==> src/rtl/track_scheduler_if.sv <==
// Handshake bundle between the frame sequencer (master) and the track scheduler (slave).
interface track_scheduler_if;
  logic [15:0] track_vec;
  logic        frame_tick;
  logic        fetch_ack;
  logic [3:0]  track_iter;
  logic        fetch_req;
  logic        frame_done;
  logic [4:0]  served_cnt;
  logic        timeout_err;
  logic        overrun;
  logic        busy;

  modport master (
    output track_vec, frame_tick, fetch_ack,
    input  track_iter, fetch_req, frame_done, served_cnt, timeout_err, overrun, busy
  );

  modport slave (
    input  track_vec, frame_tick, fetch_ack,
    output track_iter, fetch_req, frame_done, served_cnt, timeout_err, overrun, busy
  );
endinterface

==> src/rtl/track_scheduler.sv <==
// Per-frame track sweep: snapshots the enabled-track mask on frame_tick, requests
// each enabled track from the sample fetcher in ascending order, drops tracks whose
// fetch is not acknowledged within TIMEOUT cycles, and reports the served count.
module track_scheduler #(
  parameter int TIMEOUT = 64
) (
  input logic            clk,
  input logic            reset,
  track_scheduler_if.slave sif
);

  typedef enum logic [1:0] {IDLE, REQ, DONE} state_e;

  // Wait-counter value seen in the last cycle before a track is dropped.
  localparam logic [7:0] WAIT_LAST = 8'(TIMEOUT - 1);

  state_e      state_q, state_d;
  logic [15:0] mask_q, mask_d;
  logic [7:0]  wait_q, wait_d;
  logic [3:0]  track_iter_q, track_iter_d;
  logic        fetch_req_q, fetch_req_d;
  logic        frame_done_q, frame_done_d;
  logic [4:0]  served_cnt_q, served_cnt_d;
  logic        timeout_err_q, timeout_err_d;
  logic        overrun_q, overrun_d;
  logic        busy_q, busy_d;
  logic [15:0] rem_mask;

  function automatic logic [3:0] lowest_idx(input logic [15:0] m);
    logic [3:0] idx;
    idx = 4'd0;
    for (int i = 15; i >= 0; i--) begin
      if (m[i]) idx = 4'(i);
    end
    return idx;
  endfunction

  // Next-state and registered-output computation.
  always_comb begin
    state_d       = state_q;
    mask_d        = mask_q;
    wait_d        = wait_q;
    track_iter_d  = track_iter_q;
    fetch_req_d   = fetch_req_q;
    frame_done_d  = 1'b0;
    served_cnt_d  = served_cnt_q;
    timeout_err_d = 1'b0;
    overrun_d     = 1'b0;
    // Mask with the current track retired; all lower bits are already clear.
    rem_mask      = mask_q & ~(16'd1 << track_iter_q);

    unique case (state_q)
      IDLE: begin
        fetch_req_d = 1'b0;
        if (sif.frame_tick) begin
          mask_d       = sif.track_vec;
          wait_d       = 8'd0;
          served_cnt_d = 5'd0;
          if (sif.track_vec == 16'd0) begin
            state_d      = DONE;
            frame_done_d = 1'b1;
          end else begin
            state_d      = REQ;
            track_iter_d = lowest_idx(sif.track_vec);
            fetch_req_d  = 1'b1;
          end
        end
      end

      REQ: begin
        overrun_d = sif.frame_tick;
        // An ack in the expiry cycle takes priority over the drop.
        if (sif.fetch_ack || (wait_q == WAIT_LAST)) begin
          if (sif.fetch_ack) begin
            served_cnt_d = served_cnt_q + 5'd1;
          end else begin
            timeout_err_d = 1'b1;
          end
          mask_d = rem_mask;
          wait_d = 8'd0;
          if (rem_mask != 16'd0) begin
            track_iter_d = lowest_idx(rem_mask);
            fetch_req_d  = 1'b1;
          end else begin
            state_d      = DONE;
            fetch_req_d  = 1'b0;
            frame_done_d = 1'b1;
          end
        end else begin
          wait_d = wait_q + 8'd1;
        end
      end

      DONE: begin
        overrun_d   = sif.frame_tick;
        fetch_req_d = 1'b0;
        state_d     = IDLE;
      end

      default: begin
        state_d     = IDLE;
        fetch_req_d = 1'b0;
      end
    endcase

    busy_d = (state_d != IDLE);
  end

  // State and output registers with synchronous active-low reset.
  always_ff @(posedge clk) begin
    if (!reset) begin
      state_q       <= IDLE;
      mask_q        <= 16'd0;
      wait_q        <= 8'd0;
      track_iter_q  <= 4'd0;
      fetch_req_q   <= 1'b0;
      frame_done_q  <= 1'b0;
      served_cnt_q  <= 5'd0;
      timeout_err_q <= 1'b0;
      overrun_q     <= 1'b0;
      busy_q        <= 1'b0;
    end else begin
      state_q       <= state_d;
      mask_q        <= mask_d;
      wait_q        <= wait_d;
      track_iter_q  <= track_iter_d;
      fetch_req_q   <= fetch_req_d;
      frame_done_q  <= frame_done_d;
      served_cnt_q  <= served_cnt_d;
      timeout_err_q <= timeout_err_d;
      overrun_q     <= overrun_d;
      busy_q        <= busy_d;
    end
  end

  assign sif.track_iter  = track_iter_q;
  assign sif.fetch_req   = fetch_req_q;
  assign sif.frame_done  = frame_done_q;
  assign sif.served_cnt  = served_cnt_q;
  assign sif.timeout_err = timeout_err_q;
  assign sif.overrun     = overrun_q;
  assign sif.busy        = busy_q;

endmodule

==> src/flat_wrapper.sv <==
// flat-port wrapper written by rule: the top's interface ports become plain ports
module track_scheduler_flat 
#(
  parameter int TIMEOUT = 64
)
  (clk, reset, sif_track_vec, sif_frame_tick, sif_fetch_ack, sif_track_iter, sif_fetch_req, sif_frame_done, sif_served_cnt, sif_timeout_err, sif_overrun, sif_busy);
  track_scheduler_if sif_i ();
  input logic clk;
  input logic reset;
  input wire logic [$bits(sif_i.track_vec)-1:0] sif_track_vec;
  input wire logic [$bits(sif_i.frame_tick)-1:0] sif_frame_tick;
  input wire logic [$bits(sif_i.fetch_ack)-1:0] sif_fetch_ack;
  output wire logic [$bits(sif_i.track_iter)-1:0] sif_track_iter;
  output wire logic [$bits(sif_i.fetch_req)-1:0] sif_fetch_req;
  output wire logic [$bits(sif_i.frame_done)-1:0] sif_frame_done;
  output wire logic [$bits(sif_i.served_cnt)-1:0] sif_served_cnt;
  output wire logic [$bits(sif_i.timeout_err)-1:0] sif_timeout_err;
  output wire logic [$bits(sif_i.overrun)-1:0] sif_overrun;
  output wire logic [$bits(sif_i.busy)-1:0] sif_busy;
  assign sif_i.track_vec = sif_track_vec;
  assign sif_i.frame_tick = sif_frame_tick;
  assign sif_i.fetch_ack = sif_fetch_ack;
  assign sif_track_iter = sif_i.track_iter;
  assign sif_fetch_req = sif_i.fetch_req;
  assign sif_frame_done = sif_i.frame_done;
  assign sif_served_cnt = sif_i.served_cnt;
  assign sif_timeout_err = sif_i.timeout_err;
  assign sif_overrun = sif_i.overrun;
  assign sif_busy = sif_i.busy;
  track_scheduler #(.TIMEOUT(TIMEOUT)) u_core (.clk(clk), .reset(reset), .sif(sif_i));
endmodule
==> config.mk <==
export PLATFORM = sky130hd
export DESIGN_NAME = track_scheduler_flat
export DESIGN_NICKNAME = d
export VERILOG_FILES = /design/src/rtl/track_scheduler_if.sv /design/src/rtl/track_scheduler.sv /design/src/flat_wrapper.sv
export SDC_FILE = /design/constraint.sdc
export NUM_CORES = 1
export LEC_CHECK = 0
export CELL_PAD_IN_SITES_DETAIL_PLACEMENT = 0
export CELL_PAD_IN_SITES_GLOBAL_PLACEMENT = 1
export CORE_UTILIZATION = 30
export CTS_CLUSTER_DIAMETER = 30
export CTS_CLUSTER_SIZE = 16
export DETAILED_ROUTE_END_ITERATION = 6
export PLACE_DENSITY = 0.6
export SKIP_CTS_REPAIR_TIMING = 1
export SYNTH_ARGS = -nofsm -noshare
export SYNTH_HDL_FRONTEND = slang
export SYNTH_SLANG_ARGS = --single-unit
export TNS_END_PERCENT = 20
==> constraint.sdc <==
create_clock -name clk -period 2.7 [get_ports clk]
set_input_delay 0.54 -clock clk [delete_from_list [all_inputs] [get_ports clk]]
set_output_delay 0.54 -clock clk [all_outputs]
set_load 0.01 [all_outputs]
-- After elaboration in Yosys (flattened, before gate mapping)
Cells that the tools add are included.
- output and inout bits: 14
- register bits: 40
- equal/unequal tests: 8
- shift operators: 1
- muxes and demuxes: 63
- reductions and logical operators: 13
- bitwise logic cells: 2
- add/sub/neg operators: 2
- operators by type and width (cell ; number):
    2-to-1 mux 4 bit ; 36
    2-to-1 mux 16 bit ; 2
    one-hot mux 16 bit (2 select lines) ; 1
    AND 16 bit ; 1
    logical NOT 16 bit ; 1
    2-to-1 mux 8 bit ; 2
    NOT 16 bit ; 1
    one-hot mux 8 bit (2 select lines) ; 1
    nonzero test 16 bit ; 1
    << shifter 1 x 4 -> 16 bit (first input constant) ; 1
    2-to-1 mux 5 bit ; 3
    one-hot mux 5 bit (2 select lines) ; 1
    2-to-1 mux 1 bit ; 9
    adder 8 x 1 -> 8 bit (second input constant) ; 1
    equality test 8 x 6 -> 1 bit (second input constant) ; 1
    2-to-1 mux 2 bit ; 4
    one-hot mux 4 bit (2 select lines) ; 1
    inequality test 2 bit (second input constant) ; 3
    AND reduction 3 bit ; 2
    adder 5 x 1 -> 5 bit (second input constant) ; 1
    AND reduction 5 bit ; 1
    inequality test 2 x 1 -> 1 bit (second input constant) ; 2
    one-hot mux 1 bit (2 select lines) ; 2
    one-hot mux 2 bit (2 select lines) ; 1
    other kinds (8) ; 10

-- Logic depth before layout (Yosys ltp)
- depth in word-level cells: 22
- depth in mapped cells: 10
- mapped depth without buffers: 9

-- Worst setup path before layout
Ideal clock, no wire load.
- path type: register to register
- start point: reg u_core.track_iter_q[0], in the netlist u_core.sif.track_iter[0]
- end point: reg u_core.busy_q, in the netlist u_core.sif.busy
- arrival: 2033 ps
- slack: 547 ps
- period minus slack after synthesis: 2153 ps
- stages on the path, launching flop included: 9
- path through: dfxtp_1 -> buf_6 -> mux2_4 -> o32ai_4 -> o211ai_2 -> nor4_2 -> o21bai_1 -> o221a_1 -> or2_1
- longest elaborated chain between the ends: 8
- RTL lines (what ; RTL line ; source):
    start: declaration ; track_scheduler.sv:20 ; logic [3:0] track_iter_q, track_iter_d;
    start signal: assignment ; track_scheduler.sv:126 ; track_iter_q <= track_iter_d;
    << shifter 1 x 4 -> 16 bit ; track_scheduler.sv:50 ; rem_mask = mask_q & ~(16'd1 << track_iter_q);
    NOT 16 bit ; track_scheduler.sv:50 ;
    AND 16 bit ; track_scheduler.sv:50 ;
    nonzero test 16 bit ; track_scheduler.sv:81 ; if (rem_mask != 16'd0) begin
    2-to-1 mux 2 bit ; track_scheduler.sv:81 ;
    2-to-1 mux 2 bit ; track_scheduler.sv:73 ; if (sif.fetch_ack || (wait_q == WAIT_LAST)) begin
    one-hot mux 2 bit (2 select lines) ; track_scheduler.sv:52 ; unique case (state_q)
    nonzero test 2 bit ; track_scheduler.sv:106 ; busy_d = (state_d != IDLE);
    end signal: assignment ; track_scheduler.sv:132 ; busy_q <= busy_d;
    end: declaration ; track_scheduler.sv:26 ; logic busy_q, busy_d;
No other way between the ends.
A chain may end at the register's enable or synchronous reset.

-- Final worst setup path
- start point: in sif_track_vec[7]
- end point: reg u_core.busy_q, in the netlist u_core.sif.busy
- longest elaborated chain between the ends: 5
- RTL lines (what ; RTL line ; source):
    start: declaration ; flat_wrapper.sv:10 ; input wire logic [$bits(sif_i.track_vec)-1:0] sif_track_vec;
    logical NOT 16 bit ; track_scheduler.sv:59 ; if (sif.track_vec == 16'd0) begin
    2-to-1 mux 2 bit ; track_scheduler.sv:59 ;
    2-to-1 mux 2 bit ; track_scheduler.sv:55 ; if (sif.frame_tick) begin
    one-hot mux 2 bit (2 select lines) ; track_scheduler.sv:52 ;
    nonzero test 2 bit ; track_scheduler.sv:106 ;
No other way between the ends.

==> impl_metrics.env <==
export IMPL_maxSlewHeadroom_pct=55.9
export IMPL_arrival_ps=2670
export IMPL_cts_max_level=2
export IMPL_layout_nets=408
export IMPL_drive_gt1_share_pct=17.1
export IMPL_dr_pass1_iters=4
export IMPL_rsz0062_at_grt="no"
export IMPL_clock_sinks=40
export IMPL_die_w_um=93.4
export IMPL_via_per_inst=5.25
export IMPL_cts_clk_slew_worst_paths_ps=70
export IMPL_grt_max_degree=23
export IMPL_p_leak_nw=1.23
export IMPL_placed_cells=479
export IMPL_path_cells="clkdlybuf4s50_1 > nor4_1 > buf_4 > nand4_1 > nor2b_1 > o21bai_1 > o221a_1 > or2_1"
export IMPL_gr_total_overflow=0
export IMPL_yosys_area_share_simple_pct=28.9
export IMPL_max_cap_violations=0
export IMPL_synthToLayoutAreaGrowth_pct=31.8
export IMPL_critPathCaptureType="register"
export IMPL_netlist_top_cells_count="40 x dfxtp_1, 33 x nand2_1, 32 x o21ai_0"
export IMPL_post_dp_hpwl_um=5960
export IMPL_io_buffer_count=33
export IMPL_hold_class="reg2reg"
export IMPL_powerDensity_mw_per_mm2=495
export IMPL_grt_pass1_vias=2582
export IMPL_synth_edf_count=0
export IMPL_tritoncts="built"
export IMPL_wl_met3_um=272
export IMPL_dr_wl_met2_um=3590
export IMPL_slew_violations=0
export IMPL_postSynthAreaPerCell_um2=7.90
export IMPL_cp_top_family="simple AND/OR/NAND/NOR gates"
export IMPL_track_usage_pct=19.2
export IMPL_period_minus_slack_ps=2490
export IMPL_hold_viol=0
export IMPL_cts_made_buffers=5
export IMPL_grt_pass1_wl_um=13000
export IMPL_drc=0
export IMPL_critPathMaxFanout=3
export IMPL_post_drt_wl_per_cell_um=16.0
export IMPL_finalCritPeriodShare_pct=92.2
export IMPL_worst_pin_slew_ps=660
export IMPL_max_clock_path_buffers=2
export IMPL_ys_seq_area_share_pct=32.0
export IMPL_synth_xor_area_share_pct=2.80
export IMPL_cpMaxStageDelayCell="clkdlybuf4s50_1"
export IMPL_clock_skew_ps=12.4
export IMPL_regToRegStartpoint="u_core.sif.track_iter[0]"
export IMPL_io_pins=34
export IMPL_hold_start="u_core.state_q[1]"
export IMPL_cts_root_buffer="clkbuf_8"
export IMPL_synth_fp_nets=341
export IMPL_finalSetupViolCount=0
export IMPL_clock_latency_ps=300
export IMPL_synth_warnings=0
export IMPL_cp_slowest_stage_delay_ps=490
export IMPL_regToRegSetupSlack_ps=290
export IMPL_fp_dieArea_mm2=0.00872
export IMPL_yosysTopAreaCell="dfxtp_1"
export IMPL_insertedDiodeCount=0
export IMPL_path_class="in2reg"
export IMPL_initial_core_util_pct=31.7
export IMPL_top_layer="met4"
export IMPL_core_mm2=0.00789
export IMPL_ir_worst_vdd_v=0.000167
export IMPL_synth_adder_area_share_pct=2.00
export IMPL_place_congestion=0.773
export IMPL_r2r_cells=7
export IMPL_async_reset_ff_share_pct=0
export IMPL_ys_flop_type="dfxtp_1"
export IMPL_synth_top_area_share_pct=32.0
export IMPL_netlist_top_cells_area="dfxtp_1 32%, o21ai_0 6.4%, nand2_1 4.9%, nor2_1 4.2%, a21oi_1 3.8%"
export IMPL_synth_compound_area_share_pct=27.8
export IMPL_syn_area_mm2=0.00250
export IMPL_vias=2557
export IMPL_power_total_mw=1.63
export IMPL_netlist_instances=317
export IMPL_synth_cell_types=61
export IMPL_worst_path_buf_inv=2
export IMPL_die_h_um=93.4
export IMPL_final_core_util_pct=41.8
export IMPL_critPathRequiredTime_ps=2880
export IMPL_fin_cells=487
export IMPL_hold_end="u_core.state_q[1]"
export IMPL_rows=32
export IMPL_drtIter0Drc=128
export IMPL_synth_most_common_cell="dfxtp_1"
export IMPL_start_kind="primary input"
export IMPL_ant_nets=0
export IMPL_r2r_end="u_core.sif.busy"
export IMPL_n_fill_cell=817
export IMPL_synth_mux_area_fraction_pct=2.45
export IMPL_ys_ff_latch=40
export IMPL_antenna_found_initial=0
export IMPL_status="completed"
export IMPL_holdPathStages=2
export IMPL_synth_top_family_by_area="simple AND/OR/NAND/NOR gates"
export IMPL_wl_met1_um=3820
export IMPL_fmax_mhz=402
export IMPL_drt_wl_total_um=7810
area by class of cell:
class                      count  area, µm²  area share (%)
multi-input combinational    256       1610            48.8
sequential                    40        802            24.3
clock buffer                   6       82.6            2.50
clock inverter                 2       10.0           0.303
tap                          102        128            3.87
inverter                       6       22.5           0.683
timing repair buffer          75        646            19.6
registers in the layout, indices dropped and copies added, names as in the netlist:
signal	flops
u_core.mask_q	16
u_core.sif.busy	1
u_core.sif.fetch_req	1
u_core.sif.frame_done	1
u_core.sif.overrun	1
u_core.sif.served_cnt	5
u_core.sif.timeout_err	1
u_core.sif.track_iter	4
u_core.state_q	2
u_core.wait_q	8
cell families after synthesis:
group / after synthesis
fa+ha+maj: 4
simple gates: 137
compound gates: 102
xor+xnor: 8
mux: 5
buf+inv: 21
flops: 40
layout by cell type, fill, tap and decap left out, types with 2 or more instances in the layout:
cell              n
xnor2_1           2
nor2_1           27
o211a_1           5
mux2_4            2
xor2_1            6
a21oi_1          18
nand3_1           7
nand4b_1          4
nand4bb_1         2
clkinv_2          2
clkbuf_8          6
dfxtp_1          39
nor3_1           11
o32ai_1           3
o21ai_0          32
o21a_1            2
nand4_1           7
a22oi_1          10
nand2_1          33
o31a_1            2
o22ai_1           2
nor2b_1          15
a31oi_1           3
clkdlybuf4s50_1  33
buf_4            42
and2_1            3
ha_1              4
inv_1             6
mux2i_1           2
o21ai_1           2
and3_1            4
nand2b_1          8
nor4_1            5
a21boi_0          7
power by group:
| part | switching, mW | total, mW | internal, mW |
|---|---|---|---|
| registers | 0.0518 | 0.679 | 0.627 |
| clock network | 0.221 | 0.425 | 0.204 |
| logic | 0.279 | 0.528 | 0.249 |
| total | 0.552 | 1.63 | 1.08 |
worst reg2reg max path: cells and delay by family (launching register included):
kind,cells,cell delay (ps)
compound gates,4,940
flops,1,460
mux,1,320
simple gates,2,580
layer usage:
layer | up-vias | global-route usage (%)
met5 | - | 0
met1 | 1206 | 25.8
met4 | 0 | 5.77
met3 | 9 | 2.76
met2 | 47 | 31.7
li1 | 1295 | -
how the worst max path moves through the flow:
stage	startpoint	end	slack, ps	depth (start not counted)
detailed placement	sif_track_vec[4]	u_core.sif.track_iter[3]	-60	9
floorplan	u_core.sif.track_iter[0]	u_core.sif.busy	550	8
global placement	sif_track_vec[7]	u_core.sif.track_iter[3]	-80	9
global route	u_core.sif.track_iter[3]	u_core.sif.busy	40	7
finish	sif_track_vec[7]	u_core.sif.busy	210	8
CTS	u_core.sif.track_iter[0]	u_core.sif.busy	150	7
through the flow:
step,TNS (ps),cell area (µm²),hold slack (ps),setup slack (ps)
after floorplan,0,2500,466,547
after global placement,-234,3200,487,-82.9
after detailed placement,-129,3200,491,-58.0
after CTS,0,3290,513,152
after global routing,0,3300,535,44.7
final,0,3300,505,210
No activity file was read; power rests on OpenSTA's default activity.
==> RTL change (same flow settings) <==
Re-encode `state_e` (3 states) as one-hot, 3 bits wide.
--- a/src/rtl/track_scheduler.sv
+++ b/src/rtl/track_scheduler.sv
@@ -9,7 +9,7 @@
   track_scheduler_if.slave sif
 );
 
-  typedef enum logic [1:0] {IDLE, REQ, DONE} state_e;
+  typedef enum logic [2:0] {IDLE = 3'b001, REQ = 3'b010, DONE = 3'b100} state_e;
 
   // Wait-counter value seen in the last cycle before a track is dropped.
   localparam logic [7:0] WAIT_LAST = 8'(TIMEOUT - 1);
Check against the original RTL: no difference found for any inputs over 4 cycles, from zero or initial values and one cycle with reset low; so few cycles prove little.
==> RTL change against the unedited design <==
  * Final area fell by 4.2%
  * Synthesized area is 0.30% higher
  * Via count is 1.9% higher
  * Utilization is 3.2 points lower
  * Setup slack improved by 0.030 ns
  * Sequential cell count is 1 higher
  * Critical path depth is 1 lower
  * Count of clock-buffer cells in the layout is the same
  * Wire length fell by 0.49%
  * Power is 4.3% lower
  * Global-route usage is 0.65 points lower
  * First-iteration DRC count rose by 110%
==> RTL change: results (changes against the unedited design) <==
* Top cells by count, synth: 41 x dfxtp_1, 40 x a21oi_1, 35 x nor2_1 (was 40 x dfxtp_1, 33 x nand2_1, 32 x o21ai_0)
* Placed cell area at 0.003037 mm2 (was 0.003199 mm2)
* CP Data Arrival Time at 2.68 ns (was 2.67 ns)
* Syn avg cell area at 7.541 um2 (was 7.898 um2)
* Leakage at 1.155 nW (was 1.230 nW)
* Sequential share of power at 0.436 (was 0.416)
* Fraction of area in registers at 0.2601 (was 0.2431)
* Non-CTS buffers at 53 (was 75)
* Layout Nets at 394 (was 408)
* Vias post-DR at 2605 (was 2557)
* Register area share after synthesis at 0.3269 (was 0.3198)
* #FFs+latches synth at 41 (was 40)
* GPL Wtd Cong at 0.8647 (was 0.7725)
* Final Skew at 0.008946 ns (was 0.01245 ns)
* Invs w/o clock at 8 (was 6)
* First-pass GRT wire length at 12600 um (was 13030 um)
* Sw power at 0.0004795 W (was 0.0005517 W)
* Clock buf/inv share at 0.03523 (was 0.02806)
* Vias/cell at 5.450 (was 5.251)
* Share of cells above drive strength 1 at 0.1206 (was 0.1714)
* Worst-path fanout max at 9 (was 3)
* GR Util All Layers at 0.1854 (was 0.1919)
* Dpl hpwl at 5888 um (was 5965 um)
* Power Total at 0.001563 W (was 0.001632 W)
* Top area cells in the synthesized netlist: dfxtp_1 33%, a21oi_1 8.0%, nor2_1 5.2% (was dfxtp_1 32%, o21ai_0 6.4%, nand2_1 4.9%)
* Met3 wire len at 384 um (was 272 um)
* Met2 WL at 3254 um (was 3590 um)
* Grt met3 use at 0.03171 (was 0.02764)
* Status: complete, no violations (unchanged)
* Slew HR at 0.5895 (was 0.5594)
* Power per cell area at 494.4 mW/mm2 (was 494.7 mW/mm2)
* Layout fillers at 886 (was 817)
-- RTL change: cell families (layout without fill, tap and decap cells) --
kind of cell               after synthesis  in the layout  share of synthesized area
and+or+nand+nor                        131            131                     0.2676
AOI/OAI and AO/OA                      116            116                     0.2875
DFF                                     41             41                     0.3269
buffers and inverters                   29             69                    0.05132
muxes                                   10             10                    0.04285
xor gates and xnor gates                 4              4                    0.01395
adders and majority gates                2              2                   0.009964
-- RTL change: critical path, cell delays in order (launching register included) --
cell and delay, ns:
dfxtp_1 0.40, buf_4 0.21, or2_4 0.25, or3_1 0.37, a21bo_1 0.22, or4_4 0.58, and2_4 0.17, a211oi_1 0.17
-- RTL change: through the flow --
| stage | hold slack, ns | worst slack (ns) | util |
|---|---|---|---|
| after floorplan | 0.4449 | 0.3795 | - |
| after global placement | 0.4754 | 0.1818 | 0.3714 |
| after detailed placement | 0.4797 | 0.1681 | 0.3714 |
| after CTS | 0.4952 | 0.2296 | 0.3851 |
| after global routing | 0.5224 | 0.06751 | 0.3866 |
| final | 0.4910 | 0.2398 | 0.3866 |
-- RTL change: path summary, 6_finish.rpt --
kind / start / end / slack (ns) / depth (start not counted)
worst min-delay path: u_core.wait_q[4]$_SDFFE_PN0P_ / u_core.wait_q[4]$_SDFFE_PN0P_ / 0.49 / 1
worst min register to register: u_core.wait_q[4]$_SDFFE_PN0P_ / u_core.wait_q[4]$_SDFFE_PN0P_ / 0.49 / 1
worst max-delay path: u_core.sif.track_iter[0]$_SDFFE_PN0P_ / u_core.sif.track_iter[0]$_SDFFE_PN0P_ / 0.24 / 7
worst max register to register: u_core.sif.track_iter[0]$_SDFFE_PN0P_ / u_core.sif.track_iter[0]$_SDFFE_PN0P_ / 0.24 / 7
